## config.mk

```make
export PLATFORM = sky130hd
export DESIGN_NAME = alu_op_sequencer
export DESIGN_NICKNAME = d
export VERILOG_FILES = /design/src/rtl/alu_op_sequencer.sv
export SDC_FILE = /design/constraint.sdc
export NUM_CORES = 1
export LEC_CHECK = 0
export ABC_AREA = 1
export ABC_CLOCK_PERIOD_IN_PS = 2800
export CAP_MARGIN = 15
export CORE_UTILIZATION = 37
export DETAILED_ROUTE_END_ITERATION = 8
export GPL_TIMING_DRIVEN = 0
export PLACE_DENSITY = 0.87
export RECOVER_POWER = 100
export SYNTH_ARGS = -nofsm -noshare
export SYNTH_HDL_FRONTEND = slang
export SYNTH_SLANG_ARGS = --single-unit
```

## constraint.sdc

```tcl
create_clock -name clock -period 2.8 [get_ports clock]
set_input_delay 0.28 -clock clock [delete_from_list [all_inputs] [get_ports clock]]
set_output_delay 0.28 -clock clock [all_outputs]
set_load 0.05 [all_outputs]
```

## src/rtl/alu_op_sequencer.sv

```systemverilog
// Hardwired fetch/decode/execute sequencer for the single-bus datapath.
// Ports: clock, clear (sync reset), run, mem_ready, ir in; datapath
// enables, encoded register selects, operation, halted, illegal,
// bus_error and state_dbg out. Mul/div opcodes need ALU_SEQ_MULDIV_EN.
module alu_op_sequencer #(
  parameter int unsigned WAIT_LIMIT = 15,
  parameter logic [4:0]  HALT_OP    = 5'b11010
) (
  input  logic        clock,
  input  logic        clear,
  input  logic        run,
  input  logic        mem_ready,
  input  logic [31:0] ir,
  output logic        PCout,
  output logic        MARin,
  output logic        IncPC,
  output logic        Zlowin,
  output logic        Zhighin,
  output logic        ZLOout,
  output logic        ZHIout,
  output logic        PCin,
  output logic        read,
  output logic        MDRin,
  output logic        MDRout,
  output logic        IRin,
  output logic        Yin,
  output logic        LOin,
  output logic        HIin,
  output logic        Rout_en,
  output logic [3:0]  Rout_sel,
  output logic        Rin_en,
  output logic [3:0]  Rin_sel,
  output logic [4:0]  operation,
  output logic        halted,
  output logic        illegal,
  output logic        bus_error,
  output logic [3:0]  state_dbg
);

  typedef enum logic [3:0] {
    S_IDLE = 4'd0,
    S_T0   = 4'd1,
    S_T1   = 4'd2,
    S_T2   = 4'd3,
    S_T3   = 4'd4,
    S_T4   = 4'd5,
    S_T5   = 4'd6,
    S_T6   = 4'd7,
    S_HALT = 4'd8
  } state_t;

  typedef enum logic [1:0] {
    C_RTYPE,
    C_HALT,
    C_MULDIV,
    C_ILLEGAL
  } op_cls_t;

  localparam int unsigned CW =
    (WAIT_LIMIT < 2) ? 1 : $clog2(WAIT_LIMIT);
  localparam logic [CW-1:0] CNT_LAST = CW'(WAIT_LIMIT - 1);

  state_t        state_q, state_d;
  logic [CW-1:0] cnt_q, cnt_d;
  logic          berr_q, berr_d;
  logic [4:0]    op_q, op_d;

  logic [4:0] opcode;
  logic [3:0] ra, rb, rc;
  op_cls_t    cls;
  state_t     after_st;
  logic       unused_ir;

  assign opcode    = ir[31:27];
  assign ra        = ir[26:23];
  assign rb        = ir[22:19];
  assign rc        = ir[18:15];
  assign unused_ir = ^ir[14:0];

  // Where a finished (or rejected) instruction goes next.
  assign after_st  = run ? S_T0 : S_IDLE;

  always_comb begin
    cls = C_ILLEGAL;
    if (opcode == HALT_OP)
      cls = C_HALT;
    else if (opcode <= 5'b01100)
      cls = C_RTYPE;
`ifdef ALU_SEQ_MULDIV_EN
    else if (opcode == 5'b01111 ||
             opcode == 5'b10000)
      cls = C_MULDIV;
`endif
  end

  always_comb begin
    state_d = state_q;
    cnt_d   = cnt_q;
    berr_d  = berr_q;
    op_d    = op_q;
    if (clear) begin
      state_d = S_IDLE;
      cnt_d   = '0;
      berr_d  = 1'b0;
      op_d    = 5'b0;
    end else begin
      unique case (state_q)
        S_IDLE: if (run) state_d = S_T0;
        S_T0:   state_d = S_T1;
        S_T1: begin
          if (mem_ready) begin
            state_d = S_T2;
            cnt_d   = '0;
          end else if (cnt_q == CNT_LAST) begin
            // This was the last allowed wait cycle.
            state_d = S_HALT;
            berr_d  = 1'b1;
            cnt_d   = '0;
          end else begin
            cnt_d = cnt_q + CW'(1);
          end
        end
        S_T2: state_d = S_T3;
        S_T3: begin
          unique case (cls)
            C_RTYPE,
            C_MULDIV: state_d = S_T4;
            C_HALT:   state_d = S_HALT;
            default:  state_d = after_st;
          endcase
        end
        S_T4: begin
          state_d = S_T5;
          op_d    = opcode;
        end
        S_T5: begin
          if (cls == C_MULDIV)
            state_d = S_T6;
          else
            state_d = after_st;
        end
`ifdef ALU_SEQ_MULDIV_EN
        S_T6: state_d = after_st;
`endif
        S_HALT: state_d = S_HALT;
        default: state_d = S_IDLE;
      endcase
    end
  end

  always_ff @(posedge clock) begin
    state_q <= state_d;
    cnt_q   <= cnt_d;
    berr_q  <= berr_d;
    op_q    <= op_d;
  end

  always_comb begin
    PCout     = 1'b0;
    MARin     = 1'b0;
    IncPC     = 1'b0;
    Zlowin    = 1'b0;
    Zhighin   = 1'b0;
    ZLOout    = 1'b0;
    ZHIout    = 1'b0;
    PCin      = 1'b0;
    read      = 1'b0;
    MDRin     = 1'b0;
    MDRout    = 1'b0;
    IRin      = 1'b0;
    Yin       = 1'b0;
    LOin      = 1'b0;
    HIin      = 1'b0;
    Rout_en   = 1'b0;
    Rout_sel  = 4'd0;
    Rin_en    = 1'b0;
    Rin_sel   = 4'd0;
    operation = op_q;
    illegal   = 1'b0;
    unique case (state_q)
      S_T0: begin
        PCout  = 1'b1;
        MARin  = 1'b1;
        IncPC  = 1'b1;
        Zlowin = 1'b1;
      end
      S_T1: begin
        ZLOout = 1'b1;
        read   = 1'b1;
        // PC+1 is captured only on the first wait cycle.
        PCin   = (cnt_q == '0);
        MDRin  = mem_ready;
      end
      S_T2: begin
        MDRout = 1'b1;
        IRin   = 1'b1;
      end
      S_T3: begin
        if (cls == C_RTYPE ||
            cls == C_MULDIV) begin
          Rout_en  = 1'b1;
          Rout_sel = rb;
          Yin      = 1'b1;
        end
        illegal = (cls == C_ILLEGAL);
      end
      S_T4: begin
        Rout_en   = 1'b1;
        Rout_sel  = rc;
        Zlowin    = 1'b1;
        operation = opcode;
`ifdef ALU_SEQ_MULDIV_EN
        Zhighin   = (cls == C_MULDIV);
`endif
      end
      S_T5: begin
        ZLOout = 1'b1;
`ifdef ALU_SEQ_MULDIV_EN
        if (cls == C_MULDIV) begin
          LOin = 1'b1;
        end else begin
          Rin_en  = 1'b1;
          Rin_sel = ra;
        end
`else
        Rin_en  = 1'b1;
        Rin_sel = ra;
`endif
      end
`ifdef ALU_SEQ_MULDIV_EN
      S_T6: begin
        ZHIout = 1'b1;
        HIin   = 1'b1;
      end
`endif
      default: ;
    endcase
  end

  assign halted    = (state_q == S_HALT);
  assign bus_error = berr_q;
  assign state_dbg = state_q;

endmodule

```

Word-level counts from Yosys, hierarchy flattened
Cells that the tools add are included.
{"block": "word_totals", "register_bits": 14, "inputBits": 36, "output_inout_bits": 37, "word_cells": 57}
{"block": "classes", "n_addsub": 1, "order_cmp": 1, "eq_ne": 14, "muxes": 27, "bitwise_logic": 1, "n_reduce_logical": 9}
{"cell": "one-hot mux 4 bit (8 select lines)", "count": 1}
{"cell": "two-way mux 4 bit", "count": 7}
{"cell": "one-hot mux 4 bit (2 select lines)", "count": 2}
{"cell": "equality test 4 x 3 -> 1 bit, second input constant", "count": 3}
{"cell": "two-way mux 1 bit", "count": 12}
{"cell": "equality test 4 x 2 -> 1 bit, second input constant", "count": 2}
{"cell": "equality test 4 bit, second input constant", "count": 2}
{"cell": "logical NOT 4 bit", "count": 2}
{"cell": "OR reduction 2 bit", "count": 3}
{"cell": "equality test 5 bit, second input constant", "count": 1}
{"cell": "<= comparator 5 x 4 -> 1 bit, second input constant", "count": 1}
{"cell": "two-way mux 5 bit", "count": 1}
{"cell": "adder 4 x 1 -> 4 bit, second input constant", "count": 1}
{"cell": "equality test 2 bit, second input constant", "count": 2}
{"cell": "equality test 4 x 1 -> 1 bit, second input constant", "count": 1}
{"cell": "two-way mux 2 bit", "count": 2}
{"cell": "two-way mux 3 bit", "count": 1}
{"cell": "!= test 3 bit, second input constant", "count": 1}
{"cell": "AND reduction 3 bit", "count": 1}
{"cell": "equality test 2 x 1 -> 1 bit, second input constant", "count": 1}
{"cell": "logical NOT 2 bit", "count": 1}
{"cell": "!= test 2 bit, second input constant", "count": 1}
{"cell": "one-hot mux 1 bit (2 select lines)", "count": 1}
{"cell": "AND reduction 2 bit", "count": 1}
{"cell": "2 further kinds", "count": 2}

Longest topological paths before layout
Gate-level depths: netlist of run 1.
{"block": "depth", "depth_word": 7, "depth_mapped": 9, "ltp_nobuf": 9}

Worst setup path before layout of run 1
OpenSTA, ideal clock, no wires.
{"block": "synth_timing", "kind": "register to output", "startpoint": "reg state_q[2], in the netlist state_dbg[2]", "endpoint": "out illegal", "arrival_time_ns": 2.319, "setup_slack_ns": 0.201, "path_stages_with_launch": 5, "path_buffers": 0, "cell_sequence": "dfxtp_1 -> inv_1 -> nor2_4 -> nand2_2 -> nor3b_1"}
{"block": "synth_via", "elab_chain_cells": 2}
{"item": "from (decl)", "line_no": "63", "rtl": "state_t state_q, state_d;"}
{"item": "from (signal assigned)", "line_no": "152", "rtl": "state_q <= state_d;"}
{"item": "equality test 4 x 3 -> 1 bit", "line_no": "180", "rtl": "unique case (state_q)"}
{"item": "two-way mux 1 bit", "line_no": "180"}
{"item": "to (decl)", "line_no": "35", "rtl": "output logic illegal,"}
Every way passes these cells.

Worst setup path after layout of run 1
{"block": "layout_timing", "startpoint": "reg state_q[2], in the netlist state_dbg[2]", "endpoint": "out PCin"}
{"block": "layout_via", "elab_chain_cells": 2}
{"item": "equality test 4 x 2 -> 1 bit", "line_no": "180"}
{"item": "two-way mux 1 bit", "line_no": "180"}
{"item": "to (decl)", "line_no": "21", "rtl": "output logic PCin,"}
Every way passes these cells.

==> results of run 1 <==
-- layout make-up --
class	count	area, um2	share of cell area
clock buffer	4	36.3	0.0226
tap	30	37.5	0.0234
timing repair buffer	53	531	0.331
multi-input combinational	107	509	0.317
buffer	9	67.6	0.0421
inverter	38	143	0.0889
sequential	14	280	0.175
-- per-stage QoR --
stage	power (uW)	area, um2	instances	worst slack (ns)
2_1_floorplan	780	1010	168	0.201
3_3_place_gp	1000	1580	251	0.381
3_5_place_dp	1010	1580	251	0.352
4_1_cts	1160	1610	255	0.250
5_1_grt	1180	1600	255	0.0541
6_report	1110	1600	255	0.199
-- cells by family after synthesis --
kind of cell | share of synthesized area
AO/OA/AOI/OAI | 0.0626
XOR/XNOR | 0.0175
adder cells (fa/ha/maj) | 0.0376
buffers and inverters | 0.211
flip-flops | 0.281
other | 0.00376
AND/OR/NAND/NOR | 0.387
-- synthesized netlist by cell type, drive strengths merged --
cell type  number  area share
a21oi           4       0.020
clkbuf          1      0.0038
buf             8       0.064
conb            1      0.0038
nand2          41        0.17
inv            38        0.14
nor3b           1      0.0075
xor2            2       0.018
a31oi           2       0.013
ha              3       0.038
nor2           30        0.14
dfxtp          14        0.28
nand3          13       0.065
nand3b          1      0.0075
o21ai           6       0.030
-- worst max-delay path: stages, from the launching register on --
cell and delay, ns:
dfxtp_1 0.35, inv_1 0.14, nand2_1 0.07, nor2_1 0.32, inv_1 0.18, nor2_1 0.12, dlygate4sd3_1 0.87
-- layout by cell type (no fill, tap or decap) --
cell type         n
xor2_1            2
nand3_1          13
o21ai_0           5
inv_1            37
nor2_1           27
a21oi_1           4
o21ai_1           1
buf_4             7
nand2_2           5
nand3b_1          1
dlygate4sd3_1    29
clkbuf_1          1
dfxtp_1          14
nand2_1          36
conb_1            4
nor2_4            2
ha_1              3
clkbuf_8          1
nor3b_1           1
clkbuf_4          3
inv_2             1
clkdlybuf4s50_1  24
nor2_2            1
buf_6             1
a31oi_1           2
-- path summary, 6_finish.rpt --
| path | startpoint | endpoint | depth (start not counted) | slack (ns) |
|---|---|---|---|---|
| setup reg to reg | state_dbg[2] | state_dbg[0] | 8 | 1.24 |
| hold / removal | cnt_q[3] | cnt_q[3] | 2 | 0.51 |
| hold reg to reg | cnt_q[3] | cnt_q[3] | 2 | 0.51 |
| setup / recovery | state_dbg[2] | PCin | 6 | 0.20 |
-- registers in the layout (all words and copies together) (netlist names) --
register	cells
op_q	5
bus_error	1
state_dbg	4
cnt_q	4
-- power by group through the flow --
| stage | Combinational (uW) | Sequential (uW) | Clock [uW] |
|---|---|---|---|
| global route | 767 | 253 | 160 |
| floorplan | 471 | 308 | 0 |
| finish | 717 | 249 | 148 |
| detailed placement | 753 | 256 | 0 |
| global placement | 747 | 253 | 0 |
| CTS | 754 | 250 | 152 |
-- routing by layer --
metal / share of wire / up-vias / track usage
met2: 0.46 / 44 / 0.309
met1: 0.44 / 491 / 0.196
met4: 0.011 / 0 / 0.0746
met3: 0.086 / 5 / 0.0339
met5: 0 / - / 0
li1: - / 594 / -
==> summary.md, run 1 <==
| Metric | Value |
|---|---|
| Sequential area share after synthesis | `0.281` |
| Number of antenna-violating nets in the routed design | `0` |
| Clock skew | `0.00599 ns` |
| Hold Slack | `0.505 ns` |
| # DRC | `0` |
| Max frequency | `0.384 GHz` |
| Gr usage total | `0.173` |
| Worst Setup End Kind | `output port` |
| Avg Cell Area, Syn | `6.05 um2` |
| Comb pwr share | `0.643` |
| Outcome | `finished, final reports clean` |
| Maximum vdd drop | `0.774 mV` |
| Routed length per instance | `9.52 um` |
| Final Hold Viols | `0` |
| Internal | `522 uW` |
| Area of the core | `0.00252 mm2` |
| RSZ-0062 raised after global routing | `no` |
| Crit path max fanout | `5` |
| Layout area overhead | `60.7%` |
| Sequential Power Share | `0.224` |
| Rows | `18` |
| Seq cells post-synth | `14` |
| Arrival @ worst endpoint | `2.32 ns` |
| Slew HR | `0.658` |
| Yosys Warn Count | `0` |
| Synth Instances | `165` |
| Sw frac | `0.532` |
| Largest net degree at the start of global routing | `11` |
| Fill cells | `256` |
| Slew Limit Fails | `0` |
| Clk buf depth | `2` |
| H-tree depth | `1` |
| Initial core utilization | `0.396` |
| Pre-antenna DRT Iters | `4` |
| Die Wd | `53.9 um` |
| Distinct cells, synth | `21` |
| Die ar. | `0.00291 mm2` |
| Period Utilization, post-route | `0.929` |
| DIE HEIGHT | `53.9 um` |
| PortBufs | `53` |
| Setup bufs post-CTS | `0` |
| Wirelength, routed | `2430 um` |
| Clk pwr share | `0.133` |
| Initial antenna violation count | `0` |
| Final min period | `2.60 ns` |
| Root buffer cell | `clkbuf_4` |
| Final #Nets | `265` |
| Vias | `1134` |
| DR iter-0 viols | `25` |
| Hold Path Class | `reg -> reg` |
| # hold bufs at CTS | `0` |
| Max-cap viol count | `0` |
| Hpwl dp | `1940 um` |
| Ports | `73` |
| Pleak | `0.000935 uW` |
| Setup_tns | `0 ns` |
| Crit path launch type | `register` |
| CTS Sinks | `14` |
| Critical path class | `reg -> out` |
| Layout cells sized above 1 | `0.0933` |
| Crit path required time | `2.52 ns` |
| First-pass GRT wire length | `3640 um` |
| Latest clock arrival within the worst-skew pair | `0.28 ns` |
| Final Setup Violations | `0` |
| Total gr overflow | `0` |
| Number of buffers created by CTS | `3` |
| Vias in the first global route | `899` |
| Final Wtd Congestion | `0.819` |
| CTS tree | `done` |
| Synthesized area | `998 um2` |
| Fin util | `0.636` |
| Vias per inst | `4.45` |
| Clock slew at reported path FFs | `0.09 ns` |
| Antenna cells | `0` |
| Worst-Margin Slew | `0.511 ns` |
| Post-CTS resize count | `0` |
| Net switching power | `593 uW` |
| PwrDens | `695 mW/mm2` |
(Power assumes the default switching activity.)
==> inputs of run 2 (changes only) <==
--- a/config.mk
+++ b/config.mk
@@ -8,6 +8,7 @@
 export ABC_AREA = 1
 export ABC_CLOCK_PERIOD_IN_PS = 2800
 export CAP_MARGIN = 15
+export CORE_ASPECT_RATIO = 0.6
 export CORE_UTILIZATION = 37
 export DETAILED_ROUTE_END_ITERATION = 8
 export GPL_TIMING_DRIVEN = 0
==> summary.md, run 2 (same netlist as run 1, synthesis figures left out) <==
| Metric | Value |
|---|---|
| Period Utilization, post-route | `0.922 (-0.00708)` |
| PwrDens | `703 mW/mm2 (+1.1%)` |
| Vias per inst | `4.34 (-2.3%)` |
| Pre-antenna DRT Iters | `4 (unchanged)` |
| Net switching power | `598 uW (+0.74%)` |
| Crit path required time | `2.52 ns (about the same)` |
| Max-cap viol count | `0 (unchanged)` |
| Commonest non-fill, non-tap cells in the layout | `inv_1, nand2_1, dlygate4sd3_1` |
| Layout area overhead | `61.2%` |
| Critical path class | `reg -> out` |
| Cells on worst reg2reg path | `8 (unchanged)` |
| CTS Sinks | `14 (unchanged)` |
| Final setup margin | `0.218 ns (+0.0198 ns)` |
| Fill cells | `235 (-8.2%)` |
| # DRC | `0 (unchanged)` |
| Worst Setup End Kind | `output port` |
| Largest net degree at the start of global routing | `11 (unchanged)` |
| Pwr Total | `1130 uW (+1.4%)` |
| Final #Nets | `265 (unchanged)` |
| Hpwl dp | `2010 um (+3.4%)` |
| Sw frac | `0.529 (-0.00351)` |
| Post-CTS resize count | `0 (unchanged)` |
| Clock slew at reported path FFs | `0.06 ns (-0.03 ns)` |
| # hold bufs at CTS | `0 (unchanged)` |
| Maximum vdd drop | `0.346 mV (-55%)` |
| H-tree depth | `1 (unchanged)` |
| Storage cell area | `280 um2 (unchanged)` |
| Die ar. | `0.00292 mm2 (+0.25%)` |
| Dpl ws | `0.421 ns (+0.0689 ns)` |
| Setup bufs post-CTS | `0 (unchanged)` |
| Final Wtd Congestion | `0.805 (-1.6%)` |
| Clk buf depth | `2 (unchanged)` |
| Initial core utilization | `0.396 (unchanged)` |
| Pleak | `0.000936 uW (about the same)` |
| Reg with most FFs | `op_q` |
| Internal | `533 uW (+2.2%)` |
| Total gr overflow | `0 (unchanged)` |
| Comb pwr share | `0.632 (-0.011)` |
| Rows | `14 (-4)` |
| Hold Path Class | `reg -> reg` |
| Worst-Margin Slew | `0.509 ns (-0.00241 ns)` |
| RSZ-0062 raised after global routing | `no` |
| Routed length per instance | `9.52 um (about the same)` |
| Die Wd | `69.1 um (+28%)` |
| Initial antenna violation count | `0 (unchanged)` |
| Crit path max fanout | `6 (+1)` |
| Sequential Power Share | `0.221 (-0.003)` |
| Area of the multi-input gates | `507 um2 (-0.49%)` |
| Worst hold stages | `2 (unchanged)` |
| Slew Limit Fails | `0 (unchanged)` |
| Wirelength, routed | `2440 um (+0.37%)` |
| Gr usage total | `0.187 (+0.0145)` |
| Area of the core | `0.00252 mm2 (unchanged)` |
| DIE HEIGHT | `42.2 um (-22%)` |
| Ports | `73 (unchanged)` |
| CTS tree | `done` |
| Number of buffers created by CTS | `3 (unchanged)` |
| Layout cells sized above 1 | `0.0848 (-0.00851)` |
| Final min period | `2.58 ns (-0.0198 ns)` |
| Max frequency | `0.387 GHz (+0.77%)` |
| Outcome | `finished, final reports clean` |
| Antenna cells | `0 (unchanged)` |
| Clock skew | `0.00676 ns (+0.000767 ns)` |
| Largest register FFs | `5 (unchanged)` |
| Number of antenna-violating nets in the routed design | `0 (unchanged)` |
| PortBufs | `53 (unchanged)` |
| Vias | `1112 (-1.9%)` |
| Root buffer cell | `clkbuf_8` |
| Clk pwr share | `0.147 (+0.014)` |
| Final Hold Viols | `0 (unchanged)` |
| DR iter-0 viols | `42 (+68%)` |
| Crit path launch type | `register` |
| Slew HR | `0.660 (+0.00161)` |
| Latest clock arrival within the worst-skew pair | `0.25 ns (-0.03 ns)` |
| Final Setup Violations | `0 (unchanged)` |
| First-pass GRT wire length | `4240 um (+17%)` |
| Arrival @ worst endpoint | `2.30 ns (-0.02 ns)` |
| Vias in the first global route | `982 (+9.2%)` |
| Setup_tns | `0 ns (unchanged)` |
-- run 2: per-stage QoR --
| step | hold slack [ns] | util | std cells | cell area [um2] |
|---|---|---|---|---|
| 2_1_floorplan | 0.349 | - | 168 | 1010 |
| 3_3_place_gp | 0.461 | 0.626 | 253 | 1580 |
| 3_5_place_dp | 0.458 | 0.626 | 253 | 1580 |
| 4_1_cts | 0.480 | 0.643 | 256 | 1620 |
| 5_1_grt | 0.529 | 0.638 | 256 | 1610 |
| 6_report | 0.466 | 0.638 | 256 | 1610 |
-- run 2: cell type report --
class,instances,share of cell area
clock buffer,3,0.0257
inverter,38,0.0886
sequential,14,0.174
timing repair buffer,53,0.330
buffer,9,0.0420
multi-input combinational,107,0.315
tap,32,0.0249
-- run 2: routing by layer --
metal  part of all wire  vias up  track usage
met5                  0        -            0
met4              0.013        0       0.0735
met3              0.092        4       0.0793
met2               0.41       44        0.289
met1               0.49      463        0.232
li1                   -      601            -
-- run 2: power by group through the flow --
stage | clock network, uW | logic, uW | registers [uW]
final | 166 | 714 | 250
after CTS | 171 | 761 | 251
after global routing | 182 | 765 | 255
after detailed placement | 0 | 759 | 255
after floorplan | 0 | 471 | 308
after global placement | 0 | 750 | 254
-- run 2: final timing paths --
check                               endpoint  slack, ns    startpoint
worst max-delay path                   PCout       0.22  state_dbg[0]
worst min register to register     bus_error       0.47     bus_error
worst min-delay path               bus_error       0.47     bus_error
worst max register to register  state_dbg[0]       1.29  state_dbg[2]
-- run 2: worst max-delay path, stage by stage (launching register included) --
cell           delay [ns]
dfxtp_1              0.41
inv_2                0.07
nor2_2               0.21
nand2_1              0.15
nor2_1               0.21
buf_4                0.15
dlygate4sd3_1        0.86
==> inputs of run 3 (changes only) <==
--- a/config.mk
+++ b/config.mk
@@ -6,13 +6,13 @@
 export NUM_CORES = 1
 export LEC_CHECK = 0
 export ABC_AREA = 1
-export ABC_CLOCK_PERIOD_IN_PS = 2800
-export CAP_MARGIN = 15
+export ABC_CLOCK_PERIOD_IN_PS = 2050
+export CAP_MARGIN = 10
 export CORE_ASPECT_RATIO = 0.6
-export CORE_UTILIZATION = 37
+export CORE_UTILIZATION = 31
 export DETAILED_ROUTE_END_ITERATION = 8
 export GPL_TIMING_DRIVEN = 0
-export PLACE_DENSITY = 0.87
+export PLACE_DENSITY = 0.78
 export RECOVER_POWER = 100
 export SYNTH_ARGS = -nofsm -noshare
 export SYNTH_HDL_FRONTEND = slang
==> constraint.sdc (replaced) <==
create_clock -name clock -period 2.05 [get_ports clock]
set_input_delay 0.205 -clock clock [delete_from_list [all_inputs] [get_ports clock]]
set_output_delay 0.205 -clock clock [all_outputs]
set_load 0.05 [all_outputs]
==> summary.md, run 3 (same netlist as run 1, synthesis figures left out) <==
| Metric | Value |
|---|---|
| Outcome | `finished, final reports clean` |
| Final Wtd Congestion | `0.785 (-2.6%)` |
| Root buffer cell | `clkbuf_8` |
| Final Hold Viols | `0 (unchanged)` |
| Fin util | `0.551 (-0.0868)` |
| Layout area overhead | `63.7%` |
| Final Setup Violations | `0 (unchanged)` |
| Routed length per instance | `9.82 um (+3.2%)` |
| H-tree depth | `1 (unchanged)` |
| Largest register FFs | `5 (unchanged)` |
| Final #Nets | `267 (+0.75%)` |
| Post-Layout Inst Area | `0.00163 mm2 (+1.6%)` |
| Vias in the first global route | `975 (-0.71%)` |
| Setup_tns | `0 ns (unchanged)` |
| Crit path cell chain | `nand2_2, nor2_4, inv_1, nor2_2, clkdlybuf4s15_1` |
| Placed cell area | `0.00161 mm2 (+1.8%)` |
| Commonest non-fill, non-tap cells in the layout | `inv_1, nand2_1, nor2_1` |
| Gr usage total | `0.160 (-0.0270)` |
| Largest net degree at the start of global routing | `11 (unchanged)` |
| PwrDens | `985 mW/mm2 (+40%)` |
| Layout cells sized above 1 | `0.181 (+0.0958)` |
| Layout Cells excl Fill | `269 (+5.1%)` |
| Antenna cells | `0 (unchanged)` |
| Critical path class | `reg -> out` |
| Die ar. | `0.00346 mm2 (+19%)` |
| DR iter-0 viols | `24 (-43%)` |
| Clk buf depth | `2 (unchanged)` |
| Pwr Total | `1610 uW (+42%)` |
| Period Utilization, post-route | `0.945` |
| Vias per inst | `4.23 (-2.7%)` |
| Latest clock arrival within the worst-skew pair | `0.25 ns (about the same)` |
| Commonest non-fill, non-tap cell in the layout | `inv_1` |
| Inst Count DP | `263 (+4.0%)` |
| CP max stage delay | `0.50 ns (-0.36 ns)` |
| Clock skew | `0.00538 ns (-0.00139 ns)` |
| R2r setup slk | `0.70 ns (-0.59 ns)` |
| Hold Path Class | `reg -> reg` |
| Worst-Margin Slew | `0.592 ns (+0.0830 ns)` |
| Vias | `1137 (+2.2%)` |
| Final min period | `1.94 ns` |
| Arrival @ worst endpoint | `1.73 ns (-0.57 ns)` |
| Crit path max-delay family | `buffers and inverters` |
| PortBufs | `53 (unchanged)` |
| Number of buffers created by CTS | `3 (unchanged)` |
| DIE HEIGHT | `46.0 um (+8.8%)` |
| Reg with most FFs | `op_q` |
| Max-cap viol count | `0 (unchanged)` |
| Initial core utilization | `0.337 (-0.0591)` |
| First-pass GRT wire length | `4110 um (-3.1%)` |
| Worst path bufs/invs | `2 (-1)` |
| Rows | `15 (+1)` |
| Slew Limit Fails | `0 (unchanged)` |
| Maximum vdd drop | `0.676 mV (+95%)` |
| Total gr overflow | `0 (unchanged)` |
| Pleak | `0.000930 uW (-0.65%)` |
| Clock slew at reported path FFs | `0.06 ns (about the same)` |
| CTS tree | `done` |
| Worst path slowest cell | `clkdlybuf4s15_1` |
| Crit path required time | `1.85 ns (-0.67 ns)` |
| Wirelength, routed | `2640 um (+8.5%)` |
| Number of antenna-violating nets in the routed design | `0 (unchanged)` |
| Initial antenna violation count | `0 (unchanged)` |
| Crit path max fanout | `6 (unchanged)` |
| Hpwl dp | `2180 um (+8.7%)` |
| Ports | `73 (unchanged)` |
| Worst Setup End Kind | `output port` |
| RSZ-0062 raised after global routing | `no` |
| Crit path launch type | `register` |
| Die Wd | `75.3 um (+9.0%)` |
| Area of the core | `0.00297 mm2 (+18%)` |
| Max frequency | `0.516 GHz` |
| CTS Sinks | `14 (unchanged)` |
| # DRC | `0 (unchanged)` |
| Pre-antenna DRT Iters | `4 (unchanged)` |
| Slew HR | `0.607 (-0.0525)` |
run 3: changes by cell type in the layout (fill, tap and decap cells not counted), sizes merged:
cell           change
clkdlybuf4s15      +7
clkdlybuf4s50      -1
dlygate4sd3       -26
buf                +1
dlygate4sd2       +11
clkdlybuf4s18      +1
clkbuf            +10
run 3: final timing paths:
kind                 from      endpoint  cells after the start
min reg2reg     bus_error     bus_error                      2
min             bus_error     bus_error                      2
max          state_dbg[1]          PCin                      5
max reg2reg  state_dbg[1]  state_dbg[0]                      7
run 3: stage by stage:
stage | setup slack (ns) | hold WS [ns]
after floorplan | 0.0292 | 0.274
after global placement | -0.213 | 0.460
after detailed placement | -0.235 | 0.462
after CTS | 0.00670 | 0.479
after global routing | 0.000979 | 0.516
final | 0.112 | 0.472
run 3: per-layer routing:
layer / GRT usage / share of wire
met2: 0.285 / 0.43
met1: 0.189 / 0.46
met4: 0.0222 / 0.0030
met3: 0.0642 / 0.11
met5: 0 / 0
run 3: timing repair:
action                                  CTS  global route
gates resized for setup                  49            17
buffers inserted                          0             2
hold buffers                              0             0
hold endpoints to repair                  0             0
pin swaps                                 0             1
cloned                                    0             0
endpoints found under the setup margin   26            15
run 3: tightest hold or removal path, stage by stage, from the launching register on:
cell	delay, ns
dfxtp_1	0.33
a31oi_1	0.04
nor2_1	0.07
run 3: final cells by class:
cell class	count	area (um2)
fill	309	1330
multi-input combinational	107	537
timing repair buffer	55	498
sequential	14	282
inverter	38	143
buffer	9	67.6
clock buffer	4	55.1
tap	42	52.6
run 3: report_power, final:
group / switching (uW) / leakage [uW] / internal [uW]
logic: 703 / 0.000787 / 295
clock network: 98.7 / 0.0000288 / 170
registers: 39.5 / 0.000114 / 303
total: 841 / 0.000930 / 768
